<file path="src/rtl/instr_encoder_loader.sv">
// instr_encoder_loader
//   Encodes decoded RV32I field bundles (class, regs, funct, immediate) back
//   into 32-bit instruction words and streams them into instruction memory
//   starting at BASE_ADDR. Used by the boot/test path to load a program
//   without a hex file.
//
// Ports
//   clk, rst_n                 clock, asynchronous active-low reset
//   start                      pulse: clear count/err and begin a load
//   in_valid/in_ready          field bundle handshake
//   in_class                   0 R, 1 I-ALU, 2 LW, 3 SW, 4 BR, 5 JAL, 6 JALR, 7 illegal
//   in_funct3/in_funct7        function fields
//   in_rd/in_rs1/in_rs2        register fields
//   in_imm                     sign-extended byte immediate
//   in_last                    final word of the program
//   mem_we/mem_addr/mem_wdata  memory write request, held until mem_ready
//   mem_ready                  memory accepts the write this cycle
//   busy, done, err            status (err is sticky until start)
//   word_count                 words written since start
module instr_encoder_loader #(
    parameter int ADDR_WIDTH = 9,
    parameter int MAX_WORDS  = 128,
    parameter int BASE_ADDR  = 0
) (
    input  logic                  clk,
    input  logic                  rst_n,
    input  logic                  start,
    input  logic                  in_valid,
    output logic                  in_ready,
    input  logic [2:0]            in_class,
    input  logic [2:0]            in_funct3,
    input  logic [6:0]            in_funct7,
    input  logic [4:0]            in_rd,
    input  logic [4:0]            in_rs1,
    input  logic [4:0]            in_rs2,
    input  logic [31:0]           in_imm,
    input  logic                  in_last,
    output logic                  mem_we,
    output logic [ADDR_WIDTH-1:0] mem_addr,
    output logic [31:0]           mem_wdata,
    input  logic                  mem_ready,
    output logic                  busy,
    output logic                  done,
    output logic                  err,
    output logic [ADDR_WIDTH-2:0] word_count
);

    typedef enum logic [1:0] {S_IDLE, S_ACCEPT, S_WRITE, S_DONE} state_t;

    localparam logic [ADDR_WIDTH-2:0] MAX_CNT = (ADDR_WIDTH-1)'(MAX_WORDS);
    localparam logic [ADDR_WIDTH-1:0] BASE    = ADDR_WIDTH'(BASE_ADDR);

    state_t                r_state;
    logic                  r_in_ready;
    logic                  r_mem_we;
    logic                  r_busy;
    logic                  r_done;
    logic                  r_err;
    logic                  r_last;
    logic [ADDR_WIDTH-2:0] r_count;
    logic [ADDR_WIDTH-1:0] r_addr;
    logic [31:0]           r_wdata;

    logic [31:0]           w_enc;
    logic                  w_legal;
    logic [ADDR_WIDTH-2:0] w_cnt_inc;
    logic [ADDR_WIDTH-1:0] w_addr;
    logic [11:0]           w_imm_i;
    logic                  w_unused;

    // Immediate bits above every format's field are dropped by design.
    assign w_unused  = ^in_imm[31:21];

    assign w_legal   = (in_class != 3'd7);
    assign w_cnt_inc = r_count + 1'b1;
    assign w_addr    = BASE + {r_count[ADDR_WIDTH-3:0], 2'b00};

    // Shift-immediate variants carry funct7 in the upper immediate bits.
    always_comb begin
        w_imm_i = in_imm[11:0];
        if (in_funct3 == 3'b001 || in_funct3 == 3'b101)
            w_imm_i = {in_funct7, in_imm[4:0]};
    end

    always_comb begin
        w_enc = 32'h0;
        case (in_class)
            3'd0: w_enc = {in_funct7, in_rs2, in_rs1, in_funct3, in_rd, 7'b0110011};
            3'd1: w_enc = {w_imm_i, in_rs1, in_funct3, in_rd, 7'b0010011};
            3'd2: w_enc = {in_imm[11:0], in_rs1, 3'b010, in_rd, 7'b0000011};
            3'd3: w_enc = {in_imm[11:5], in_rs2, in_rs1, 3'b010, in_imm[4:0], 7'b0100011};
            3'd4: w_enc = {in_imm[12], in_imm[10:5], in_rs2, in_rs1, in_funct3,
                           in_imm[4:1], in_imm[11], 7'b1100011};
            3'd5: w_enc = {in_imm[20], in_imm[10:1], in_imm[11], in_imm[19:12],
                           in_rd, 7'b1101111};
            3'd6: w_enc = {in_imm[11:0], in_rs1, 3'b000, in_rd, 7'b1100111};
            default: w_enc = 32'h0;
        endcase
    end

    always_ff @(posedge clk or negedge rst_n) begin
        if (!rst_n) begin
            r_state    <= S_IDLE;
            r_in_ready <= 1'b0;
            r_mem_we   <= 1'b0;
            r_busy     <= 1'b0;
            r_done     <= 1'b0;
            r_err      <= 1'b0;
            r_last     <= 1'b0;
            r_count    <= '0;
            r_addr     <= '0;
            r_wdata    <= '0;
        end else begin
            case (r_state)
                S_IDLE: begin
                    if (start) begin
                        r_state    <= S_ACCEPT;
                        r_in_ready <= 1'b1;
                        r_busy     <= 1'b1;
                        r_count    <= '0;
                        r_err      <= 1'b0;
                    end
                end
                S_ACCEPT: begin
                    if (in_valid) begin
                        if (w_legal) begin
                            r_state    <= S_WRITE;
                            r_in_ready <= 1'b0;
                            r_mem_we   <= 1'b1;
                            r_wdata    <= w_enc;
                            r_addr     <= w_addr;
                            r_last     <= in_last;
                        end else begin
                            // Illegal bundle is consumed; only its in_last matters.
                            r_err <= 1'b1;
                            if (in_last) begin
                                r_state    <= S_DONE;
                                r_in_ready <= 1'b0;
                                r_busy     <= 1'b0;
                                r_done     <= 1'b1;
                            end
                        end
                    end
                end
                S_WRITE: begin
                    if (mem_ready) begin
                        r_mem_we <= 1'b0;
                        r_count  <= w_cnt_inc;
                        // Filling the region ends the load even without in_last.
                        if (r_last || w_cnt_inc == MAX_CNT) begin
                            r_state <= S_DONE;
                            r_busy  <= 1'b0;
                            r_done  <= 1'b1;
                        end else begin
                            r_state    <= S_ACCEPT;
                            r_in_ready <= 1'b1;
                        end
                    end
                end
                S_DONE: begin
                    if (start) begin
                        r_state    <= S_ACCEPT;
                        r_done     <= 1'b0;
                        r_busy     <= 1'b1;
                        r_in_ready <= 1'b1;
                        r_count    <= '0;
                        r_err      <= 1'b0;
                    end
                end
                default: r_state <= S_IDLE;
            endcase
        end
    end

    assign in_ready   = r_in_ready;
    assign mem_we     = r_mem_we;
    assign mem_addr   = r_addr;
    assign mem_wdata  = r_wdata;
    assign busy       = r_busy;
    assign done       = r_done;
    assign err        = r_err;
    assign word_count = r_count;

endmodule

</file>
<file path="config.mk">
export PLATFORM = sky130hd
export DESIGN_NAME = instr_encoder_loader
export DESIGN_NICKNAME = d
export VERILOG_FILES = /design/src/rtl/instr_encoder_loader.sv
export SDC_FILE = /design/constraint.sdc
export NUM_CORES = 1
export LEC_CHECK = 0
export ABC_CLOCK_PERIOD_IN_PS = 1670
export CAP_MARGIN = 20
export CORE_ASPECT_RATIO = 1.4
export CORE_UTILIZATION = 39
export DETAILED_ROUTE_END_ITERATION = 10
export PLACE_DENSITY = 0.77
export SYNTH_ARGS = -nofsm -noshare
export SYNTH_HDL_FRONTEND = slang
export SYNTH_SLANG_ARGS = --single-unit
</file>
<file path="constraint.sdc">
create_clock -name clk -period 1.67 [get_ports clk]
set_input_delay 0.2505 -clock clk [delete_from_list [all_inputs] [get_ports clk]]
set_output_delay 0.2505 -clock clk [all_outputs]
set_load 0.05 [all_outputs]
</file>
# After elaboration in Yosys (flattened, before gate mapping)
# Index checks and enable logic that the tools add are counted.
[word_totals]
ramBits = 0
inputBits = 66
word_cells = 89
n_memories = 0
out_inout_bits = 54
romBits = 0
regBits = 55
latch_bits = 0
[op_classes]
eq_ne = 23
shift = 0
n_bitwise = 0
multipliers = 0
div_mod_pow = 0
n_lt_le_gt_ge = 0
reduce_logical = 17
n_mux = 38
addsub = 1
[ops]
columns = ["cell", "count"]
rows = [
  ["$pmux W32 S7", 1],
  ["$mux W1", 21],
  ["$mux W8", 2],
  ["$ne A2 B2 Y1 const B", 8],
  ["$pmux W8 S2", 1],
  ["$eq A3 B3 Y1 const B", 4],
  ["$mux W12", 1],
  ["$mux W2", 6],
  ["$reduce_and A4 Y1", 3],
  ["$pmux W1 S3", 3],
  ["$add A8 B1 Y8 const B", 1],
  ["$eq A8 B8 Y1 const B", 1],
  ["$reduce_and A7 Y1", 1],
  ["$eq A3 B1 Y1 const B", 2],
  ["$eq A3 B2 Y1 const B", 2],
  ["$ne A3 B3 Y1 const B", 2],
  ["$pmux W2 S3", 1],
  ["$reduce_and A3 Y1", 2],
  ["$reduce_and A6 Y1", 1],
  ["$reduce_bool A2 Y1", 3],
  ["$reduce_and A5 Y1", 1],
  ["$eq A2 B2 Y1 const B", 2],
  ["$pmux W1 S2", 2],
  ["$logic_not A3 Y1", 1],
  ["6 further kinds", 7],
]

# Logic depth before layout (Yosys ltp)
# Gate-level depths: netlist of run 1.
[depth]
word_depth = 6
ltp_mapped = 8

# Worst setup path before layout of run 1
# OpenSTA, ideal clock, no wires.
[synth_timing]
path_kind = "register -> register"
startpoint = "reg r_count[0], in the netlist word_count[0]"
endpoint = "reg r_done, in the netlist done"
stages_incl_launch_ff = 7
arrival_ns = 1.973
path_buffers = 0
setup_slack_ns = -0.426
cell_sequence = "dfrtp_1 > ha_1 > and3_2 > a31oi_1 > a211oi_4 > o211a_1 > o221a_2"
[synth_via]
elab_chain_len = 5
[synth_lines]
columns = ["item", "line", "text"]
rows = [
  ["start: declaration", "60", "logic [ADDR_WIDTH-2:0] r_count;"],
  ["start signal: assignment", "148", "r_count <= w_cnt_inc;"],
  ["$add A8 B1 Y8", "75", "assign w_cnt_inc = r_count + 1'b1;"],
  ["$eq A8 B8 Y1", "150", "if (r_last || w_cnt_inc == MAX_CNT) begin"],
  ["$logic_or A1 B1 Y1", "150", ""],
  ["$ne A2 B2 Y1 (no source line)", "n/a", ""],
  ["$reduce_and A7 Y1 (no source line)", "n/a", ""],
  ["end signal: assignment", "140", "r_done <= 1'b1;"],
  ["end signal: assignment", "153", "r_done <= 1'b1;"],
  ["end signal: assignment", "163", "r_done <= 1'b0;"],
  ["end: declaration", "57", "logic r_done;"],
]
# No other way between the ends.
# A chain may end at the register's enable or synchronous reset.

# Worst setup path after layout of run 1
[layout_timing]
startpoint = "reg r_state[1]"
endpoint = "reg r_in_ready, in the netlist in_ready"
[layout_via]
elab_chain_len = 4
word_cells_on_any_way = 12
classes_between = "eq/ne: 8; mux: 1; reduce/logical: 3"
[layout_lines]
columns = ["item", "line", "text"]
rows = [
  ["start: declaration", "53", "state_t r_state;"],
  ["start signal: assignment", "103", "r_state <= S_IDLE;"],
  ["start signal: assignment", "117", "r_state <= S_ACCEPT;"],
  ["start signal: assignment", "127", "r_state <= S_WRITE;"],
  ["$eq A2 B2 Y1 / $logic_not A2 Y1 (equally long branches)", "114", "case (r_state)"],
  ["$reduce_or A2 Y1 (no source line)", "n/a", ""],
  ["$ne A2 B1 Y1 (no source line)", "n/a", ""],
  ["$reduce_and A5 Y1 (no source line)", "n/a", ""],
  ["end signal: assignment", "118", "r_in_ready <= 1'b1;"],
  ["end signal: assignment", "128", "r_in_ready <= 1'b0;"],
  ["end signal: assignment", "138", "r_in_ready <= 1'b0;"],
  ["end: declaration", "54", "logic r_in_ready;"],
]
# Several ways; a longest one is shown, not always the timed one.

==> impl_metrics.tcl, run 1 <==
set metrics [dict create \
    drc 0 \
    clk_path_buf_depth 2 \
    wire_per_inst_um 13.8 \
    fin_crit_ps 1780 \
    hold_viol_final 0 \
    synthCells 320 \
    required_ps 1930 \
    synthArstFlopShare 1.00 \
    synthesis.area_mm2 0.00294 \
    dr.pass1.iters 6 \
    h-tree-depth 2 \
    core_region_area_mm2 0.00731 \
    chipHeight_um 105 \
    post-place-ws_ps -212 \
    ant_nets 0 \
    min_path_type "input port to asynchronous set/reset pin" \
    crit_type "flop to flop" \
    antenna_cells 0 \
    clkSlewWorstSetupHoldPaths_ps 110 \
    cp-start-kind "flop" \
    period_share 1.07 \
    gr-total-overflow 0 \
    drv_cap 0 \
    num_vias 2897 \
    fmax_mhz 562 \
    die_area_mm2 0.00791 \
    ys_seq_elements 54 \
    setup_violations 4 \
    avgViaCountPerCell 5.11 \
    rsz0062_at_grt "yes" \
    cts_inserted_buffers 5 \
    synth_ff_type "dfrtp_1" \
    grt_pass1_vias 2834 \
    clock_sinks 54 \
    synth-edff-count 0 \
    ir_drop_uv 1100 \
    areaGrowthSynthToFinish_pct 54.7 \
    outcome "finished, violations left" \
    ys_warn_count 0 \
    gp_congestion 0.826 \
    grt_max_degree 28 \
    ys_seq_area_frac 0.459 \
    crit_arrival_ps 2030 \
    dp_hpwl_mm 6.22 \
    fp.dieW_um 75.4 \
    fin_skew_ps 12.2 \
    final_util 0.622 \
    final_nets 542 \
    synth.distinct_cells 54 \
    io-pin-count 120 \
    cp_max_fo 4 \
    avgSynthCellArea_um2 9.20 \
    report.final.slew_viol_count 0 \
    setup_slack_ps -109 \
    grt_use_total 0.216 \
    endpoint_kind "flop" \
    antenna_found_initial 0 \
    start_util 0.402 \
    grt_pass1_wl_mm 13.4 \
    violations "negative setup slack" \
    drive_gt1_frac 0.343 \
    cts_tree "done" \
    cts_root_buffer "clkbuf_8" \
    drt_iter0_drc 112 \
    insertion_delay_ps 310 \
    p_leak_uw 0.00211 \
    num_rows 37 \
    power_density_mw_per_mm2 1710 \
    port_buffers 106 \
    drt-total-wl_mm 7.84 \
]
[per-stage QoR]
| step | TNS (ps) | instances | hold WS (ps) | area [um^2] | power (uW) |
|---|---|---|---|---|---|
| floorplan | -233 | 321 | -45.1 | 3030 | 5180 |
| global placement | -3440 | 556 | 189 | 4400 | 6810 |
| detailed placement | -4600 | 556 | 197 | 4400 | 6910 |
| CTS | -282 | 566 | 382 | 4510 | 7710 |
| global route | -2150 | 567 | 417 | 4550 | 8290 |
| finish | -321 | 567 | 376 | 4550 | 7770 |
[layout by cell type, fill, tap and decap left out, drive strengths merged, types with 2 or more instances in the layout]
| master | instances |
|---|---|
| o21ai | 48 |
| mux2 | 8 |
| a31oi | 6 |
| nor3 | 2 |
| conb | 2 |
| nand3 | 6 |
| clkdlybuf4s50 | 53 |
| o221ai | 2 |
| nand4 | 2 |
| a31o | 2 |
| a22oi | 8 |
| o31ai | 3 |
| inv | 13 |
| a22o | 2 |
| buf | 110 |
| nor3b | 5 |
| a21oi | 17 |
| nand2b | 4 |
| clkbuf | 5 |
| nand2 | 48 |
| o211a | 2 |
| and3 | 9 |
| dfrtp | 54 |
| nand3b | 2 |
| mux2i | 6 |
| nor2 | 12 |
| nor2b | 4 |
| xor2 | 2 |
| ha | 7 |
| a211oi | 2 |
| and4 | 2 |
| and2 | 4 |
| o22ai | 5 |
[worst max-delay path, cell delays in order (launching register included)]
cell	delay, ps
dfrtp_1	450
inv_2	90
ha_4	290
o221ai_2	90
a31o_1	210
or4_1	510
nand3_1	80
[cells by family after synthesis]
family,Yosys count,share of synthesized area
other,1,0.00127
buffers and inverters,34,0.0578
multiplexers,14,0.0510
XOR/XNOR,3,0.00893
AO/OA/AOI/OAI,105,0.223
flip-flops,54,0.459
adder cells (fa/ha/maj),7,0.0297
AND/OR/NAND/NOR,102,0.170
[layer usage]
metal  GRT usage  up-vias  wire (um)
li1            -     1433          -
met5           0        -          0
met2       0.381       68       4260
met3      0.0338       12        290
met4      0.0529        0        141
met1       0.268     1384       3150
[Yosys cell counts (3+ instances only)]
cell      instances  area (um^2)
mux2i_1           6         60.1
ha_1              7         87.6
nor2b_1           4         25.0
o21ai_1          18         90.1
mux2_2            8         90.1
a21oi_1          17         85.1
o31ai_1           3         22.5
a22oi_1           8         60.1
nand2_1          48          180
buf_2             5         25.0
clkbuf_1         12         45.0
nor2_1           12         45.0
o22ai_1           5         31.3
nor3b_1           5         37.5
o21ai_0          30          150
inv_1            10         37.5
nand3_1           6         30.0
buf_4             3         22.5
and3_1            8         50.1
dfrtp_1          54         1350
a31oi_1           6         37.5
nand2b_1          4         25.0
[area by class of cell]
class / count / area, um^2
multi-input cells: 233 / 1530
clock buffers: 5 / 68.8
flip-flops and latches: 54 / 1370
inverters: 11 / 43.8
repair buffers: 164 / 1410
well taps: 97 / 121
clock inverters: 3 / 22.5
fillers: 672 / 2760
[repair_timing]
action,4_1_cts,5_1_grt
setup endpoints to repair,5,29
resized for setup,1,15
cloned,0,0
endpoints found under the hold margin,13,0
pin swaps,1,2
setup buffers,1,1
hold buffers,1,0
[power by group]
part | total, uW | internal (uW) | switching [uW]
registers | 2150 | 1810 | 346
clock network | 776 | 305 | 471
logic | 4850 | 1850 | 2990
total | 7770 | 3960 | 3810
[state kept, by name, indices dropped and copies added (netlist names)]
register	flops
done	1
word_count	8
r_last	1
mem_addr	7
busy	1
r_state	2
in_ready	1
mem_we	1
err	1
mem_wdata	31
[path summary, 6_finish.rpt]
check / start / endpoint / slack (ps) / depth (start not counted)
min in group clk: mem_wdata[20] / mem_wdata[20] / 490 / 2
max in group asynchronous: rst_n / mem_wdata[20] / 740 / 3
worst min-delay path: rst_n / word_count[0] / 380 / 2
worst max register to register: r_state[1] / in_ready / -110 / 6
worst max-delay path: r_state[1] / in_ready / -110 / 6
worst min register to register: mem_wdata[20] / mem_wdata[20] / 490 / 2
(Power assumes the default switching activity.)
==> run 2: changes to the inputs <==
CORE_UTILIZATION = 45   (was 39)
DONT_BUFFER_PORTS = 1   (was not set)
PLACE_DENSITY = not set   (was 0.77)
==> impl_metrics.tcl, run 2 (synthesis gave the netlist of run 1 again) <==
set metrics [dict create \
    setup_violations 12 \
    cp_max_fo 6 \
    crit_arrival_ps 2040 \
    chipHeight_um 97.7 \
    min_path_type "input port to flop" \
    crit_type "flop to flop" \
    hold_viol_final 0 \
    p_leak_uw 0.00160 \
    areaGrowthSynthToFinish_pct 21.5 \
    cts_inserted_buffers 5 \
    dr.pass1.iters 4 \
    cp-start-kind "flop" \
    grt_use_total 0.219 \
    antenna_cells 0 \
    wire_per_inst_um 18.5 \
    ir_drop_uv 1020 \
    rsz0062_at_grt "yes" \
    port_buffers 0 \
    p_sw_uw 3710 \
    final.setup.tns_ps -658 \
    clkSlewWorstSetupHoldPaths_ps 100 \
    largest_reg_flops 31 \
    clk_path_buf_depth 2 \
    power_density_mw_per_mm2 2050 \
    slew_headroom 0.653 \
    cp.buffers_inverters 0 \
    final_util 0.572 \
    core_region_area_mm2 0.00625 \
    endpoint_kind "flop" \
    drt_iter0_drc 111 \
    drc 0 \
    final_nets 420 \
    crit_path_start "word_count[0]" \
    grt_pass1_wl_mm 12.0 \
    post-place-ws_ps -98.9 \
    insertion_delay_ps 300 \
    antenna_found_initial 0 \
    p_int_uw 3640 \
    final_cells 419 \
    start_util 0.471 \
    hp-start "in_class[1]" \
    io-pin-count 120 \
    setup_slack_ps -121 \
    crit_chain "and4_4 > a211o_1 > a211oi_4 > o211a_1 > o221a_2" \
    totalPowerFinal_uw 7350 \
    drv_cap 0 \
    required_ps 1920 \
    num_vias 2431 \
    violations "negative setup slack" \
    fmax_mhz 558 \
    drt-total-wl_mm 7.75 \
    swShare 0.504 \
    gp_congestion 0.773 \
    fin_skew_ps 6.33 \
    final_cell_mix "nand2_1, dfrtp_1, buf_4" \
    cp_slowest_cell "dfrtp_4" \
    cpPeakStageDelay_ps 520 \
    grt_max_degree 55 \
    cpLargestDelayFamily "compound AO/OA/AOI/OAI gates" \
    grt_pass1_vias 2363 \
    ant_nets 0 \
    num_rows 34 \
    dp_hpwl_mm 5.10 \
    fp.dieW_um 70.4 \
    cts_tree "done" \
    gr-total-overflow 0 \
    drive_gt1_frac 0.277 \
    dpl.cell_count 401 \
    crit-reg2reg-launch "word_count[0]" \
    tightestPinTransition_ps 521 \
    clockPowerShare 0.122 \
    power.combinational.fraction 0.386 \
    final_common_cell "nand2_1" \
    outcome "finished, violations left" \
    period_share 1.07 \
    die_area_mm2 0.00687 \
    seq_power_share 0.492 \
    clock_sinks 54 \
    report.final.slew_viol_count 0 \
    cts_root_buffer "clkbuf_8" \
    avgViaCountPerCell 5.80 \
    fin_crit_ps 1790 \
    h-tree-depth 2 \
]
run 2: cell types whose count changed in the layout (fill, tap and decap cells not counted), sizes merged:
cell | before | now
buf | 110 | 39
clkinv | 1 | 0
inv | 13 | 11
bufinv | 0 | 1
clkdlybuf4s50 | 53 | 0
clkbuf | 5 | 8
run 2: power groups by stage:
stage / Combinational [uW] / Clock, uW / Sequential (uW)
2_1_floorplan: 1500 / 0 / 3680
3_3_place_gp: 2280 / 0 / 3630
3_5_place_dp: 2330 / 0 / 3630
4_1_cts: 2460 / 927 / 3610
5_1_grt: 3140 / 967 / 3690
6_report: 2840 / 897 / 3610
run 2: worst paths after layout:
kind | to | slack [ps] | cells past startpoint
setup / recovery | done | -120 | 5
hold / removal | mem_wdata[3] | 40 | 1
setup reg to reg | done | -120 | 5
hold reg to reg | r_last | 560 | 2
max in group asynchronous | word_count[0] | 900 | 2
min in group asynchronous | err | 530 | 2
run 2: area by class of cell:
cell class	count	area (um^2)
repair buffers	42	400
well taps	72	90.1
clock buffers	6	82.6
inverters	11	46.3
clock inverters	1	30.0
fillers	572	2680
flip-flops and latches	54	1370
multi-input cells	233	1560
run 2: timing repair:
item / CTS / global route
endpoints found under the hold margin: 54 / 0
gates cloned: 1 / 2
pin swaps: 1 / 10
resized for setup: 2 / 28
setup endpoints to repair: 8 / 41
buffers inserted: 0 / 6
hold buffers: 2 / 0
run 2: metal layers:
metal  wire length, um  share of wire  global-route usage
met1              3200           0.41               0.267
met2              4080           0.53               0.385
met3               399          0.051              0.0498
met4                83          0.011              0.0554
met5                 0              0                   0
run 2: per-stage QoR:
stage | cell area (um^2) | hold slack [ps]
2_1_floorplan | 3030 | -45.1
5_1_grt | 3580 | 27.8
4_1_cts | 3430 | 24.8
6_report | 3580 | 40.7
3_5_place_dp | 3240 | -44.0
3_3_place_gp | 3240 | -43.3
